**src/rtl/parking_count_ctrl_pkg.sv**
```systemverilog
// Shared types and constants for the car-park occupancy controller:
// FSM state encoding, gate selector and the round-robin arbitration helper.
package parking_count_ctrl_pkg;

  localparam int DEFAULT_CAPACITY = 200;

  typedef enum logic [1:0] {
    ST_IDLE      = 2'd0,
    ST_CALC      = 2'd1,
    ST_RESP      = 2'd2,
    ST_WAIT_DROP = 2'd3
  } state_t;

  typedef enum logic {
    SEL_ENTRY = 1'b0,
    SEL_EXIT  = 1'b1
  } sel_t;

  // A lone request wins outright; on a tie the gate not served last time wins.
  function automatic sel_t arb_pick(input logic entry_req, input logic exit_req,
                                    input sel_t last_srv);
    sel_t pick;
    if (entry_req && exit_req) begin
      pick = (last_srv == SEL_EXIT) ? SEL_ENTRY : SEL_EXIT;
    end else if (exit_req) begin
      pick = SEL_EXIT;
    end else begin
      pick = SEL_ENTRY;
    end
    return pick;
  endfunction

endpackage

```
**src/rtl/parking_count_ctrl_if.sv**
```systemverilog
// Gate-side bus of the occupancy controller: level requests in, one-cycle
// grant/deny pulses and the occupancy status out.
interface parking_count_ctrl_if;

  logic       entry_req;
  logic       exit_req;
  logic       entry_grant;
  logic       entry_deny;
  logic       exit_grant;
  logic       exit_deny;
  logic [7:0] count;
  logic [7:0] free;
  logic       full;
  logic       empty;

  modport master (
    output entry_req, exit_req,
    input  entry_grant, entry_deny, exit_grant, exit_deny,
    input  count, free, full, empty
  );

  modport slave (
    input  entry_req, exit_req,
    output entry_grant, entry_deny, exit_grant, exit_deny,
    output count, free, full, empty
  );

endinterface

```
**src/rtl/parking_count_ctrl_addsub.sv**
```systemverilog
// 8-bit ripple-carry adder/subtractor; i_s=1 computes i_a - i_b, and o_cout=0
// then signals a borrow.
module adder_subtractor (
  input  logic [7:0] i_a,
  input  logic [7:0] i_b,
  input  logic       i_s,
  output logic [7:0] o_sum,
  output logic       o_cout
);

  logic [7:0] w_b;
  logic [8:0] w_c;

  assign w_b    = i_b ^ {8{i_s}};
  assign w_c[0] = i_s;

  for (genvar gi = 0; gi < 8; gi++) begin : g_bit
    assign o_sum[gi]  = i_a[gi] ^ w_b[gi] ^ w_c[gi];
    assign w_c[gi+1]  = (i_a[gi] & w_b[gi]) | (w_c[gi] & (i_a[gi] ^ w_b[gi]));
  end

  assign o_cout = w_c[8];

endmodule

```
**src/rtl/parking_count_ctrl.sv**
```systemverilog
// Occupancy controller: arbitrates entry/exit gate requests onto one shared
// adder/subtractor, keeps the count and answers each request with grant or deny.
module parking_count_ctrl
  import parking_count_ctrl_pkg::*;
#(
  parameter int CAPACITY = DEFAULT_CAPACITY
) (
  input  logic                 clk,
  input  logic                 rst,
  parking_count_ctrl_if.slave  bus
);

  if (CAPACITY < 1 || CAPACITY > 255) begin : g_cap_check
    $error("parking_count_ctrl: CAPACITY must be in 1..255");
  end

  localparam logic [7:0] CAP8 = 8'(CAPACITY);

  state_t     r_state;
  state_t     w_state_next;
  sel_t       r_sel;
  sel_t       r_last_srv;
  sel_t       w_pick;
  logic       r_grant_flag;
  logic [7:0] r_count;
  logic [7:0] r_free;
  logic       r_full;
  logic       r_empty;
  logic       r_entry_grant;
  logic       r_entry_deny;
  logic       r_exit_grant;
  logic       r_exit_deny;

  logic       w_entry_grant_next;
  logic       w_entry_deny_next;
  logic       w_exit_grant_next;
  logic       w_exit_deny_next;

  logic [7:0] w_add_a;
  logic [7:0] w_add_b;
  logic       w_add_s;
  logic [7:0] w_sum;
  logic       w_cout;
  logic       w_ok;
  logic [7:0] w_count_new;
  logic       w_sel_req;
  logic       w_any_req;

  // Idle: free = CAPACITY - count. Calc: count +/- 1 for the selected gate.
  always_comb begin
    w_add_a = CAP8;
    w_add_b = r_count;
    w_add_s = 1'b1;
    if (r_state == ST_CALC) begin
      w_add_a = r_count;
      w_add_b = 8'd1;
      w_add_s = (r_sel == SEL_EXIT);
    end
  end

  adder_subtractor u_addsub (
    .i_a    (w_add_a),
    .i_b    (w_add_b),
    .i_s    (w_add_s),
    .o_sum  (w_sum),
    .o_cout (w_cout)
  );

  assign w_any_req   = bus.entry_req | bus.exit_req;
  assign w_pick      = arb_pick(bus.entry_req, bus.exit_req, r_last_srv);
  assign w_sel_req   = (r_sel == SEL_ENTRY) ? bus.entry_req : bus.exit_req;
  assign w_ok        = (r_sel == SEL_ENTRY) ? (r_count != CAP8) : w_cout;
  assign w_count_new = w_ok ? w_sum : r_count;

  always_ff @(posedge clk) begin
    if (rst) begin
      r_state <= ST_IDLE;
    end else begin
      r_state <= w_state_next;
    end
  end

  always_comb begin
    w_state_next = r_state;
    case (r_state)
      ST_IDLE:      if (w_any_req) w_state_next = ST_CALC;
      ST_CALC:      w_state_next = ST_RESP;
      ST_RESP:      w_state_next = ST_WAIT_DROP;
      ST_WAIT_DROP: if (!w_sel_req) w_state_next = ST_IDLE;
      default:      w_state_next = ST_IDLE;
    endcase
  end

  always_comb begin
    w_entry_grant_next = 1'b0;
    w_entry_deny_next  = 1'b0;
    w_exit_grant_next  = 1'b0;
    w_exit_deny_next   = 1'b0;
    if (r_state == ST_RESP) begin
      if (r_sel == SEL_ENTRY) begin
        w_entry_grant_next = r_grant_flag;
        w_entry_deny_next  = !r_grant_flag;
      end else begin
        w_exit_grant_next  = r_grant_flag;
        w_exit_deny_next   = !r_grant_flag;
      end
    end
  end

  always_ff @(posedge clk) begin
    if (rst) begin
      r_sel         <= SEL_ENTRY;
      r_last_srv    <= SEL_EXIT;
      r_grant_flag  <= 1'b0;
      r_count       <= 8'd0;
      r_free        <= CAP8;
      r_full        <= 1'b0;
      r_empty       <= 1'b1;
      r_entry_grant <= 1'b0;
      r_entry_deny  <= 1'b0;
      r_exit_grant  <= 1'b0;
      r_exit_deny   <= 1'b0;
    end else begin
      r_entry_grant <= w_entry_grant_next;
      r_entry_deny  <= w_entry_deny_next;
      r_exit_grant  <= w_exit_grant_next;
      r_exit_deny   <= w_exit_deny_next;
      case (r_state)
        ST_IDLE: begin
          r_free <= w_sum;
          if (w_any_req) r_sel <= w_pick;
        end
        ST_CALC: begin
          r_count      <= w_count_new;
          r_grant_flag <= w_ok;
          r_full       <= (w_count_new == CAP8);
          r_empty      <= (w_count_new == 8'd0);
          r_last_srv   <= r_sel;
        end
        default: ;
      endcase
    end
  end

  assign bus.entry_grant = r_entry_grant;
  assign bus.entry_deny  = r_entry_deny;
  assign bus.exit_grant  = r_exit_grant;
  assign bus.exit_deny   = r_exit_deny;
  assign bus.count       = r_count;
  assign bus.free        = r_free;
  assign bus.full        = r_full;
  assign bus.empty       = r_empty;

endmodule

```
**src/flat_wrapper.sv**
```systemverilog
// flat-port wrapper written by rule: the top's interface ports become plain ports
module parking_count_ctrl_flat import parking_count_ctrl_pkg::*;
#(
  parameter int CAPACITY = DEFAULT_CAPACITY
)
  (clk, rst, bus_entry_req, bus_exit_req, bus_entry_grant, bus_entry_deny, bus_exit_grant, bus_exit_deny, bus_count, bus_free, bus_full, bus_empty);
  parking_count_ctrl_if bus_i ();
  input  logic clk;
  input  logic rst;
  input wire logic [$bits(bus_i.entry_req)-1:0] bus_entry_req;
  input wire logic [$bits(bus_i.exit_req)-1:0] bus_exit_req;
  output wire logic [$bits(bus_i.entry_grant)-1:0] bus_entry_grant;
  output wire logic [$bits(bus_i.entry_deny)-1:0] bus_entry_deny;
  output wire logic [$bits(bus_i.exit_grant)-1:0] bus_exit_grant;
  output wire logic [$bits(bus_i.exit_deny)-1:0] bus_exit_deny;
  output wire logic [$bits(bus_i.count)-1:0] bus_count;
  output wire logic [$bits(bus_i.free)-1:0] bus_free;
  output wire logic [$bits(bus_i.full)-1:0] bus_full;
  output wire logic [$bits(bus_i.empty)-1:0] bus_empty;
  assign bus_i.entry_req = bus_entry_req;
  assign bus_i.exit_req = bus_exit_req;
  assign bus_entry_grant = bus_i.entry_grant;
  assign bus_entry_deny = bus_i.entry_deny;
  assign bus_exit_grant = bus_i.exit_grant;
  assign bus_exit_deny = bus_i.exit_deny;
  assign bus_count = bus_i.count;
  assign bus_free = bus_i.free;
  assign bus_full = bus_i.full;
  assign bus_empty = bus_i.empty;
  parking_count_ctrl #(.CAPACITY(CAPACITY)) u_core (.clk(clk), .rst(rst), .bus(bus_i));
endmodule
```
**config.mk**
```make
export PLATFORM = sky130hd
export DESIGN_NAME = parking_count_ctrl_flat
export DESIGN_NICKNAME = d
export VERILOG_FILES = /design/src/rtl/parking_count_ctrl_pkg.sv /design/src/rtl/parking_count_ctrl_if.sv /design/src/rtl/parking_count_ctrl_addsub.sv /design/src/rtl/parking_count_ctrl.sv /design/src/flat_wrapper.sv
export SDC_FILE = /design/constraint.sdc
export NUM_CORES = 1
export LEC_CHECK = 0
export CAP_MARGIN = 15
export CORE_ASPECT_RATIO = 2
export CORE_MARGIN = 1
export CORE_UTILIZATION = 51
export CTS_CLUSTER_SIZE = 10
export DETAILED_ROUTE_END_ITERATION = 16
export PLACE_DENSITY_LB_ADDON = 0.12
export SLEW_MARGIN = 20
export SYNTH_ARGS = -nofsm -noshare
export SYNTH_HDL_FRONTEND = slang
export SYNTH_SLANG_ARGS = --single-unit
```
**constraint.sdc**
```tcl
create_clock -name clk -period 5.7 [get_ports clk]
set_input_delay 1.425 -clock clk [delete_from_list [all_inputs] [get_ports clk]]
set_output_delay 1.425 -clock clk [all_outputs]
set_load 0.05 [all_outputs]
```
Word level (Yosys, flattened, before mapping)
Index checks and enable logic that the tools add are counted.
- output and inout bits: 22
- memory bits (read-only): 0
- input port bits: 4
- latch bits: 0
- memories: 0
- word-level logic and storage cells: 83
- RAM bits: 0
- register bits after elaboration: 27
- divide/modulo/power cells: 0
- $add $sub $neg: 0
- reduce and logical (&&, ||, !) cells: 8
- bitwise logic cells: 44
- mux-type cells: 12
- shift operators: 0
- $lt $le $gt $ge: 0
- multipliers: 0
- equal/unequal tests: 7
- operators by type and width (operator ; count):
    8-bit 2-to-1 mux ; 3
    1-bit bitwise AND ; 16
    1-bit XOR ; 16
    1-bit bitwise OR ; 9
    8-bit equality test (second input constant) ; 1
    8-bit logical NOT ; 1
    8-bit inequality test (second input constant) ; 1
    2-bit case mux with 4 select lines ; 1
    8-bit XOR ; 1
    1-bit 2-to-1 mux ; 6
    3-bit OR reduction ; 2
    2-bit equality test (second input constant) ; 2
    2-bit 2-to-1 mux ; 2
    2-bit AND reduction ; 2
    2-bit by 1-bit equality test with 1-bit output (second input constant) ; 1
    2-bit logical NOT ; 1
    2-bit by 1-bit inequality test with 1-bit output (second input constant) ; 1
    2-bit inequality test (second input constant) ; 1
    1-bit NOT ; 2
    1-bit logical AND ; 1
    1-bit logical NOT ; 1

Logic depth before layout (Yosys ltp)
Gate-level depths: netlist of run 1.
- depth after elaboration: 23
- mapped depth: 18
- mapped depth without buffers: 17

Modules after synthesis
From an unflattened synthesis of run 1, not the netlist that was laid out.
- cell total of the unflattened synthesis: 165
- area, all modules: 1532.7 µm²
- modules (own cells, without submodules) (module ; seq. area each (µm²) ; cells each ; instances ; area an instance (µm²)):
    parking_count_ctrl ; 540.5 ; 136 ; 1 ; 1255.0
    adder_subtractor ; 0.0 ; 29 ; 1 ; 277.8

Worst setup path before layout of run 1
OpenSTA, ideal clock, no wires.
- path kind: register to register
- start point: reg u_core.r_state[1]
- end point: reg u_core.r_count[7] (netlist: u_core.bus.count[7])
- period minus slack after synthesis: 4567 ps
- setup slack: 1133 ps
- cell stages (with the launch flop): 19
- data required time: 5614 ps
- data arrival time: 4481 ps
- buffers on the path: 2
- library setup time: 86 ps
- cells stage by stage: dfxtp_1 -> inv_1 -> ha_1 -> clkbuf_1 -> nand2_1 -> fa_1 -> fa_1 -> fa_1 -> fa_1 -> inv_1 -> fa_1 -> inv_1 -> fa_1 -> fa_1 -> a21bo_2 -> a31oi_2 -> buf_4 -> nor2_1 -> a211oi_1
- word-level cells in the longest chain between the ends: 22
- elaborated cells on any way between the ends: 40
- those cells by class: eq/ne: 1; mux: 5; bitwise: 34
- ends and longest elaborated chain (what ; line ; source):
    start, declared ; parking_count_ctrl.sv:19 ; state_t r_state;
    start signal, assigned ; parking_count_ctrl.sv:79 ; r_state <= w_state_next;
    2-bit by 1-bit equality test with 1-bit output (*) ; parking_count_ctrl.sv:54, parking_count_ctrl.sv:128 ;
    8-bit 2-to-1 mux or 1-bit 2-to-1 mux (tied branches) ; parking_count_ctrl.sv:54 ; if (r_state == ST_CALC) begin
    8-bit XOR ; parking_count_ctrl_addsub.sv:14 ; assign w_b = i_b ^ {8{i_s}};
    1-bit XOR ; parking_count_ctrl_addsub.sv:19 ; assign w_c[gi+1] = (i_a[gi] & w_b[gi]) | (w_c[gi] & (i_a[gi] ^ w_b[gi]));
    1-bit bitwise AND ; parking_count_ctrl_addsub.sv:19 ;
    1-bit bitwise OR ; parking_count_ctrl_addsub.sv:19 ;
    1-bit bitwise AND ; parking_count_ctrl_addsub.sv:19 ;
    1-bit bitwise OR ; parking_count_ctrl_addsub.sv:19 ;
    (+6 left out) ; -- ;
    1-bit bitwise AND ; parking_count_ctrl_addsub.sv:19 ;
    1-bit bitwise OR ; parking_count_ctrl_addsub.sv:19 ;
    1-bit bitwise AND ; parking_count_ctrl_addsub.sv:19 ;
    1-bit bitwise OR ; parking_count_ctrl_addsub.sv:19 ;
    1-bit bitwise AND ; parking_count_ctrl_addsub.sv:19 ;
    1-bit bitwise OR ; parking_count_ctrl_addsub.sv:19 ;
    1-bit 2-to-1 mux ; parking_count_ctrl.sv:72 ; assign w_ok = (r_sel == SEL_ENTRY) ? (r_count != CAP8) : w_cout;
    8-bit 2-to-1 mux ; parking_count_ctrl.sv:73 ; assign w_count_new = w_ok ? w_sum : r_count;
    end signal, assigned ; parking_count_ctrl.sv:134 ; r_count <= w_count_new;
    end, declared ; parking_count_ctrl.sv:25 ; logic [7:0] r_count;
Every way passes the cells marked *; elsewhere a longest branch is shown, timed or not.
A chain may end at the register's enable or synchronous reset.

Final worst setup path of run 1
- start point: reg u_core.r_state[1]
- end point: reg u_core.r_count[2] (netlist: u_core.bus.count[2])
Same word-level chain as after synthesis.

==> results.sh, run 1 <==
export IMPL_syn_area_per_cell_um2=9.46
export IMPL_path_cells="inv_1 > ha_1 > nand2_1 > o21a_1 > fa_1 > fa_1 > fa_1 > fa_1 > inv_1 > fa_1 > inv_1 > fa_1 > fa_1 > a21bo_2 > a31oi_2 > nor2_1 > a211oi_1"
export IMPL_syn_inst=147
export IMPL_min_delay_start="u_core.r_last_srv$_SDFFE_PP1N_"
export IMPL_finalClockSkew_ns=0.00533
export IMPL_routed_wl_met2_um=1730
export IMPL_cts_buffer_depth=2
export IMPL_drt_iter0_drc=35
export IMPL_dr_wl_met3_um=85
export IMPL_grt_max_degree=24
export IMPL_seq_area_frac_synth=0.388
export IMPL_grt_overflow_total=0
export IMPL_multiInputGateArea_um2=791
export IMPL_cts_root_buf="clkbuf_8"
export IMPL_path_buf_inv=3
export IMPL_rows=26
export IMPL_crit_arrival_ns=5.53
export IMPL_grt_antenna_before_repair=0
export IMPL_coreArea_um2=2570
export IMPL_synth_cell_types=41
export IMPL_clk_latency_ns=0.28
export IMPL_worstPathMaxFanout=15
export IMPL_numClockSinks=27
export IMPL_worst_pin_slew_ns=0.870
export IMPL_die_y_um=75.9
export IMPL_port_buffers=25
export IMPL_required_ns=5.88
export IMPL_cts_buffers=3
export IMPL_drive_gt1_frac=0.0710
export IMPL_fillers=218
export IMPL_path_delay_family="adder cells"
export IMPL_fin_setup_tns_ns=0
export IMPL_slowest_delay_ns=0.49
export IMPL_finalCriticalPeriod_ns=5.35
export IMPL_drt_pass1_iterations=4
export IMPL_clkTransAtPathRegs_ns=0.10
export IMPL_m1WireLength_um=1290
export IMPL_yosysMostFrequentCell="dfxtp_1"
export IMPL_timing_slew_headroom=0.418
export IMPL_die_w_um=38.9
export IMPL_area_delta_synth_final_pct=21.9
export IMPL_regArea_um2=541
export IMPL_r2r_end="u_core.bus.count[2]$_SDFFE_PP0N_"
export IMPL_ys_ff_latch=27
export IMPL_antenna_diode_count=0
export IMPL_fin_hold_ws_ns=0.481
export IMPL_fmax_mhz=187
export IMPL_r2r_setup_slack_ns=0.35
export IMPL_vias_per_cell=5.96
export IMPL_hold_path_end="u_core.r_last_srv$_SDFFE_PP1N_"
export IMPL_dieArea_um2=2950
export IMPL_ctsHoldBuffers=0
export IMPL_synth_area_um2=1390
export IMPL_hp_class="flip-flop to flip-flop"
export IMPL_finalHoldViolations=0
export IMPL_syn_num_nets=162
export IMPL_ys_warn_count=0
export IMPL_drc_errors=0
export IMPL_hold_depth=2
export IMPL_r2r_cells=17
export IMPL_vias=1174
export IMPL_outcome="complete, no violations"
export IMPL_synthTopCellsByArea="dfxtp_1, fa_1, nor2_1"
export IMPL_setup_viol_count_final=0
export IMPL_start_util=0.541
export IMPL_wl_per_cell_um=16.4
export IMPL_yosys_area_top_type="dfxtp_1"
export IMPL_crit_top_cell="fa_1"
export IMPL_finalNetCount=185
export IMPL_synth_edf_count=0
export IMPL_wirelength_um=3240
export IMPL_rsz0062_at_grt="no"
export IMPL_grt_usage=0.250
export IMPL_place_gp_congestion=0.761
export IMPL_ios=26
export IMPL_cts_repair_resized=0
export IMPL_path_class="flip-flop to flip-flop"
export IMPL_routed_top_layer="met4"
export IMPL_grt_pass1_vias=1164
export IMPL_hpwl_um=2460
export IMPL_r2r_start="u_core.r_state[1]$_SDFFE_PP0P_"
export IMPL_htreeDepth=1
export IMPL_fin_crit_sh=0.939
export IMPL_async_flop_share=0
export IMPL_post_cts_buffers=0
export IMPL_maxCapViolCount=0
export IMPL_synth_top_area_frac=0.388
export IMPL_cp_end_kind="flip-flop"
export IMPL_cp_slowest_cell="a31oi_2"
export IMPL_synth_common_cells="dfxtp_1, nor2_1, nand2_1"
export IMPL_synth_ff_type="dfxtp_1"
export IMPL_cp_start_kind="flip-flop"
export IMPL_drtAntennaViolNets=0
export IMPL_maxSlewViolCount=0
export IMPL_grt_pass1_wl_um=5200
export IMPL_tritoncts="done"
[cells in the final DEF (no fill, tap or decap), drive strengths merged]
master	instances
o41ai	2
mux2	1
a22oi	3
o21a	5
xnor2	1
nor4b	1
clkdlybuf4s50	25
mux2i	3
nor3	2
nor4	1
xor2	1
a32oi	1
nand4	1
nor2	21
nor4bb	2
and3	2
and4	1
inv	8
ha	4
a21boi	1
nor3b	1
a2111oi	1
clkinvlp	1
clkbuf	3
a31oi	2
nand3	2
a21oi	3
a41oi	1
a211oi	8
dfxtp	27
a311oi	2
a21bo	1
and2	1
o211a	1
fa	7
o21ai	6
nand2	16
[area by class of cell]
type                    count  share of cell area
well taps                  28              0.0207
multi-input cells         105               0.466
clock inverters             1             0.00443
flip-flops and latches     27               0.319
clock buffers               3              0.0244
repair buffers             25               0.148
inverters                   8              0.0177
[sequential cells by signal (all words and copies together) (netlist names)]
name,cells
u_core.r_last_srv,1
u_core.bus.entry_grant,1
u_core.r_grant_flag,1
u_core.r_state,2
u_core.bus.exit_grant,1
u_core.bus.entry_deny,1
u_core.bus.free,8
u_core.bus.count,8
u_core.bus.exit_deny,1
u_core.bus.empty,1
u_core.bus.full,1
u_core.r_sel,1
[cells by family (layout without fill, tap and decap cells)]
kind of cell / Yosys count / count (layout) / synth area share
AOI/OAI and AO/OA: 37 / 37 / 0.210
xor gates and xnor gates: 2 / 2 / 0.0126
adders and majority gates: 11 / 11 / 0.137
buffers and inverters: 15 / 37 / 0.0432
DFF: 27 / 27 / 0.388
muxes: 4 / 4 / 0.0297
and+or+nand+nor: 51 / 51 / 0.180
[metrics by stage]
stage | instance area (um2) | instances | setup slack [ns] | utilization
after detailed placement | 1650 | 193 | 0.404 | 0.641
after global placement | 1650 | 193 | 0.629 | 0.641
after CTS | 1700 | 197 | 0.357 | 0.660
after global routing | 1700 | 197 | 0.0188 | 0.660
after floorplan | 1390 | 147 | 1.13 | -
final | 1700 | 197 | 0.350 | 0.660
[metal layers]
metal / vias up / track usage
met2: 40 / 0.443
met5: - / 0
li1: 567 / -
met1: 552 / 0.278
met4: 0 / 0.146
met3: 15 / 0.0204
[worst max-delay path by stage]
stage	from	to	slack, ns	cells past startpoint
finish	u_core.r_state[1]$_SDFFE_PP0P_	u_core.bus.count[2]$_SDFFE_PP0N_	0.35	17
floorplan	u_core.r_state[1]$_SDFFE_PP0P_	u_core.bus.count[7]$_SDFFE_PP0N_	1.13	18
global route	u_core.r_state[1]$_SDFFE_PP0P_	u_core.bus.count[7]$_SDFFE_PP0N_	0.02	17
global placement	u_core.r_state[1]$_SDFFE_PP0P_	u_core.bus.count[7]$_SDFFE_PP0N_	0.63	17
CTS	u_core.r_state[1]$_SDFFE_PP0P_	u_core.bus.count[2]$_SDFFE_PP0N_	0.36	17
detailed placement	u_core.r_state[1]$_SDFFE_PP0P_	u_core.bus.count[2]$_SDFFE_PP0N_	0.40	17
[tightest hold or removal path, cell delays in order (launching register included)]
cell	delay, ns
dfxtp_1	0.34
a21oi_1	0.06
nand2_1	0.05
Power of run 1 is not shown: default switching activity piles up to over one toggle a cycle in this logic, so the estimate is an artifact.
==> run 2: changes to the inputs <==
==> constraint.sdc (replaced) <==
create_clock -name clk -period 5.2 [get_ports clk]
set_input_delay 1.3 -clock clk [delete_from_list [all_inputs] [get_ports clk]]
set_output_delay 1.3 -clock clk [all_outputs]
set_load 0.05 [all_outputs]
==> results.sh, run 2 (synthesis results as in run 1) <==
export IMPL_worstPathMaxFanout=12
export IMPL_final_cell_mix="dfxtp_1, clkdlybuf4s50_1, nor2_1"
export IMPL_drc_errors=0
export IMPL_grt_max_degree=24
export IMPL_numClockSinks=27
export IMPL_drive_gt1_frac=0.0872
export IMPL_start_util=0.541
export IMPL_fin_crit_sh=0.933
export IMPL_cts_repair_resized=0
export IMPL_ctsHoldBuffers=0
export IMPL_crit_arrival_ns=5.03
export IMPL_rows=26
export IMPL_cts_buffers=3
export IMPL_cp_endpoint="u_core.bus.count[3]$_SDFFE_PP0N_"
export IMPL_vias=1190
export IMPL_clkTransAtPathRegs_ns=0.09
export IMPL_cp_end_kind="flip-flop"
export IMPL_worst_pin_slew_ns=0.900
export IMPL_required_ns=5.38
export IMPL_r2r_setup_slack_ns=0.35
export IMPL_fin_setup_tns_ns=0
export IMPL_finalClockSkew_ns=0.00406
export IMPL_ios=26
export IMPL_maxSlewViolCount=0
export IMPL_cp_start_kind="flip-flop"
export IMPL_die_y_um=75.9
export IMPL_wl_per_cell_um=16.0
export IMPL_post_cts_buffers=0
export IMPL_finalCriticalPeriod_ns=4.85
export IMPL_rsz0062_at_grt="no"
export IMPL_r2r_end="u_core.bus.count[3]$_SDFFE_PP0N_"
export IMPL_outcome="complete, no violations"
export IMPL_fillers=229
export IMPL_fmax_mhz=206
export IMPL_grt_overflow_total=0
export IMPL_maxCapViolCount=0
export IMPL_hp_class="flip-flop to flip-flop"
export IMPL_timing_slew_headroom=0.398
export IMPL_grt_pass1_vias=1209
export IMPL_final_common_cell="dfxtp_1"
export IMPL_finalHoldViolations=0
export IMPL_dieArea_um2=2950
export IMPL_grt_usage=0.260
export IMPL_tritoncts="done"
export IMPL_die_w_um=38.9
export IMPL_grt_pass1_wl_um=5400
export IMPL_hold_depth=2
export IMPL_place_gp_congestion=0.787
export IMPL_finalNetCount=188
export IMPL_r2r_start="u_core.r_state[1]$_SDFFE_PP0P_"
export IMPL_area_delta_synth_final_pct=23.3
export IMPL_cts_buffer_depth=2
export IMPL_path_class="flip-flop to flip-flop"
export IMPL_hpwl_um=2420
export IMPL_port_buffers=25
export IMPL_startpoint="u_core.r_state[1]$_SDFFE_PP0P_"
export IMPL_wirelength_um=3190
export IMPL_drt_iter0_drc=36
export IMPL_drtAntennaViolNets=0
export IMPL_r2r_cells=16
export IMPL_htreeDepth=1
export IMPL_antenna_diode_count=0
export IMPL_cts_root_buf="clkbuf_8"
export IMPL_vias_per_cell=5.95
export IMPL_coreArea_um2=2570
export IMPL_grt_antenna_before_repair=0
export IMPL_clk_latency_ns=0.27
export IMPL_drt_pass1_iterations=4
export IMPL_setup_viol_count_final=0
run 2: cell count changes in the layout (fill, tap and decap cells not counted), sizes merged:
cell	delta
clkinvlp	-1
buf	+3
clkinv	+1
run 2: worst min path at each step:
| stage | start | to | slack [ns] |
|---|---|---|---|
| detailed placement | u_core.bus.empty$_SDFFE_PP1N_ | u_core.bus.empty$_SDFFE_PP1N_ | 0.47 |
| global route | u_core.bus.free[4]$_SDFFE_PP0P_ | u_core.bus.free[4]$_SDFFE_PP0P_ | 0.51 |
| CTS | u_core.bus.free[1]$_SDFFE_PP0P_ | u_core.bus.free[1]$_SDFFE_PP0P_ | 0.49 |
| floorplan | u_core.r_last_srv$_SDFFE_PP1N_ | u_core.r_last_srv$_SDFFE_PP1N_ | 0.44 |
| finish | u_core.bus.free[1]$_SDFFE_PP0P_ | u_core.bus.free[1]$_SDFFE_PP0P_ | 0.48 |
| global placement | u_core.bus.free[7]$_SDFFE_PP1P_ | u_core.bus.free[7]$_SDFFE_PP1P_ | 0.45 |
run 2: metrics by stage:
step                area [um2]  hold slack, ns  cells   util  setup slack (ns)
floorplan                 1390           0.442    147      -             0.633
global placement          1670           0.454    196  0.649             0.568
detailed placement        1670           0.468    196  0.649             0.403
CTS                       1720           0.485    200  0.667             0.378
global route              1720           0.508    200  0.667           0.00495
finish                    1720           0.481    200  0.667             0.347
run 2: layer usage:
| metal | track usage | vias up | wire length (um) |
|---|---|---|---|
| met3 | 0.0292 | 7 | 117 |
| li1 | - | 570 | - |
| met5 | 0 | - | 0 |
| met1 | 0.309 | 573 | 1210 |
| met2 | 0.450 | 40 | 1790 |
| met4 | 0.115 | 0 | 77 |
run 2: cell type report:
cell class	instances	area [um2]	area share
Sequential cell	27	541	0.315
Timing Repair Buffer	28	273	0.159
Clock inverter	1	5.00	0.00292
Clock buffer	3	41.3	0.0241
Multi-Input combinational cell	105	791	0.461
Inverter	8	30.0	0.0175
Tap cell	28	35.0	0.0204
run 2: critical path, cell delays in order, from the launching register on:
cell      delay (ns)
dfxtp_1         0.39
inv_1           0.08
ha_1            0.26
o21a_1          0.23
fa_1            0.43
fa_1            0.40
fa_1            0.40
fa_1            0.37
inv_1           0.08
fa_1            0.16
inv_1           0.06
fa_1            0.37
fa_1            0.46
a21bo_2         0.27
a31oi_2         0.47
nor2_1          0.09
a211oi_1        0.22
Power of run 2 is left out for the same reason.
==> run 3: changes to the inputs <==
--- a/config.mk
+++ b/config.mk
@@ -6,9 +6,11 @@
 export NUM_CORES = 1
 export LEC_CHECK = 0
 export CAP_MARGIN = 15
+export CELL_PAD_IN_SITES_DETAIL_PLACEMENT = 0
+export CELL_PAD_IN_SITES_GLOBAL_PLACEMENT = 1
 export CORE_ASPECT_RATIO = 2
 export CORE_MARGIN = 1
-export CORE_UTILIZATION = 51
+export CORE_UTILIZATION = 39
 export CTS_CLUSTER_SIZE = 10
 export DETAILED_ROUTE_END_ITERATION = 16
 export PLACE_DENSITY_LB_ADDON = 0.12
==> results.sh, run 3 (synthesis results as in run 1) <==
export IMPL_htreeDepth=1
export IMPL_port_buffers=25
export IMPL_tritoncts="done"
export IMPL_ios=26
export IMPL_violations="design-rule violations"
export IMPL_area_delta_synth_final_pct=24.7
export IMPL_cts_buffer_depth=2
export IMPL_outcome="finished with violations"
export IMPL_grt_antenna_before_repair=0
export IMPL_cts_root_buf="clkbuf_8"
export IMPL_antenna_diode_count=0
export IMPL_finalNetCount=190
export IMPL_cts_buffers=3
export IMPL_ctsHoldBuffers=0
export IMPL_maxSlewViolCount=0
export IMPL_path_cells="ha_1 > nand2_1 > o21a_1 > fa_1 > fa_1 > fa_1 > fa_1 > inv_1 > fa_1 > inv_1 > fa_1 > fa_1 > a21bo_2 > a31oi_2 > buf_4 > nor2_1 > a211oi_1"
export IMPL_rsz0062_at_grt="no"
export IMPL_path_buf_inv=3
export IMPL_grt_pass1_vias=1171
export IMPL_dr_wl_met3_um=75
export IMPL_cts_repair_resized=0
export IMPL_die_y_um=86.5
export IMPL_drtAntennaViolNets=0
export IMPL_drive_gt1_frac=0.0977
export IMPL_hold_depth=2
export IMPL_m1WireLength_um=1370
export IMPL_cp_start_kind="flip-flop"
export IMPL_finalHoldViolations=0
export IMPL_worst_pin_slew_ns=0.865
export IMPL_required_ns=5.38
export IMPL_numClockSinks=27
export IMPL_final_common_cell="dfxtp_1"
export IMPL_path_delay_family="adder cells"
export IMPL_final_cell_mix="dfxtp_1, clkdlybuf4s50_1, nor2_1"
export IMPL_grt_usage=0.193
export IMPL_start_util=0.412
export IMPL_coreArea_um2=3380
export IMPL_crit_cells=17
export IMPL_finalClockSkew_ns=0.00226
export IMPL_vias_per_cell=5.57
export IMPL_wirelength_um=3230
export IMPL_drt_iter0_drc=20
export IMPL_maxCapViolCount=0
export IMPL_grt_overflow_total=0
export IMPL_cp_end_kind="flip-flop"
export IMPL_place_gp_congestion=0.794
export IMPL_dieArea_um2=3830
export IMPL_timing_slew_headroom=0.422
export IMPL_fmax_mhz=215
export IMPL_vias=1147
export IMPL_clkTransAtPathRegs_ns=0.09
export IMPL_setup_viol_count_final=0
export IMPL_slowest_delay_ns=0.46
export IMPL_grt_pass1_wl_um=5490
export IMPL_die_w_um=44.2
export IMPL_r2r_cells=17
export IMPL_routed_wl_met2_um=1710
export IMPL_path_class="flip-flop to flip-flop"
export IMPL_routed_top_layer="met4"
export IMPL_rows=30
export IMPL_wl_per_cell_um=15.7
export IMPL_crit_arrival_ns=4.84
export IMPL_crit_top_cell="fa_1"
export IMPL_clk_latency_ns=0.28
export IMPL_hpwl_um=2450
export IMPL_drt_pass1_iterations=10
export IMPL_fin_setup_tns_ns=0
export IMPL_hp_class="flip-flop to flip-flop"
export IMPL_drc_errors=1
export IMPL_post_cts_buffers=0
export IMPL_grt_max_degree=24
export IMPL_fin_crit_sh=0.896
export IMPL_finalCriticalPeriod_ns=4.66
export IMPL_worstPathMaxFanout=7
export IMPL_cp_slowest_cell="fa_1"
==> run 3: stage by stage <==
stage	utilization	worst slack, ns	hold slack (ns)	instance area [um2]	std cells
after floorplan	-	0.633	0.442	1390	147
after global placement	0.500	0.692	0.446	1690	202
after detailed placement	0.500	0.558	0.455	1690	202
after CTS	0.514	0.528	0.480	1740	206
after global routing	0.514	0.226	0.497	1740	206
final	0.514	0.543	0.475	1740	206
==> run 3: layout make-up <==
type / count / area (um2)
tap: 32 / 40.0
multi-input combinational: 105 / 791
sequential: 27 / 541
clock buffer: 3 / 41.3
timing repair buffer: 30 / 288
clock inverter: 1 / 5.00
fill: 340 / 1640
inverter: 8 / 30.0
==> run 3: worst paths after layout <==
check                                   from                          endpoint  slack, ns
max           u_core.r_state[0]$_SDFFE_PP0P_  u_core.bus.count[2]$_SDFFE_PP0N_       0.54
min reg2reg  u_core.bus.free[7]$_SDFFE_PP1P_   u_core.bus.free[7]$_SDFFE_PP1P_       0.47
min          u_core.bus.free[7]$_SDFFE_PP1P_   u_core.bus.free[7]$_SDFFE_PP1P_       0.47
max reg2reg   u_core.r_state[0]$_SDFFE_PP0P_  u_core.bus.count[2]$_SDFFE_PP0N_       0.54
==> run 3: worst reg2reg max path, delay by kind of cell, from the launching register on <==
kind	cells	cell delay, ns
simple gates	2	0.17
compound gates	4	0.80
fa+ha+maj	8	2.89
buf+inv	3	0.31
flops	1	0.41
==> run 3: per-layer routing <==
layer,track usage,up-vias
met2,0.336,24
met1,0.227,545
met3,0.0188,5
li1,-,573
met4,0.0909,0
met5,0,-
Power of run 3 is left out for the same reason.
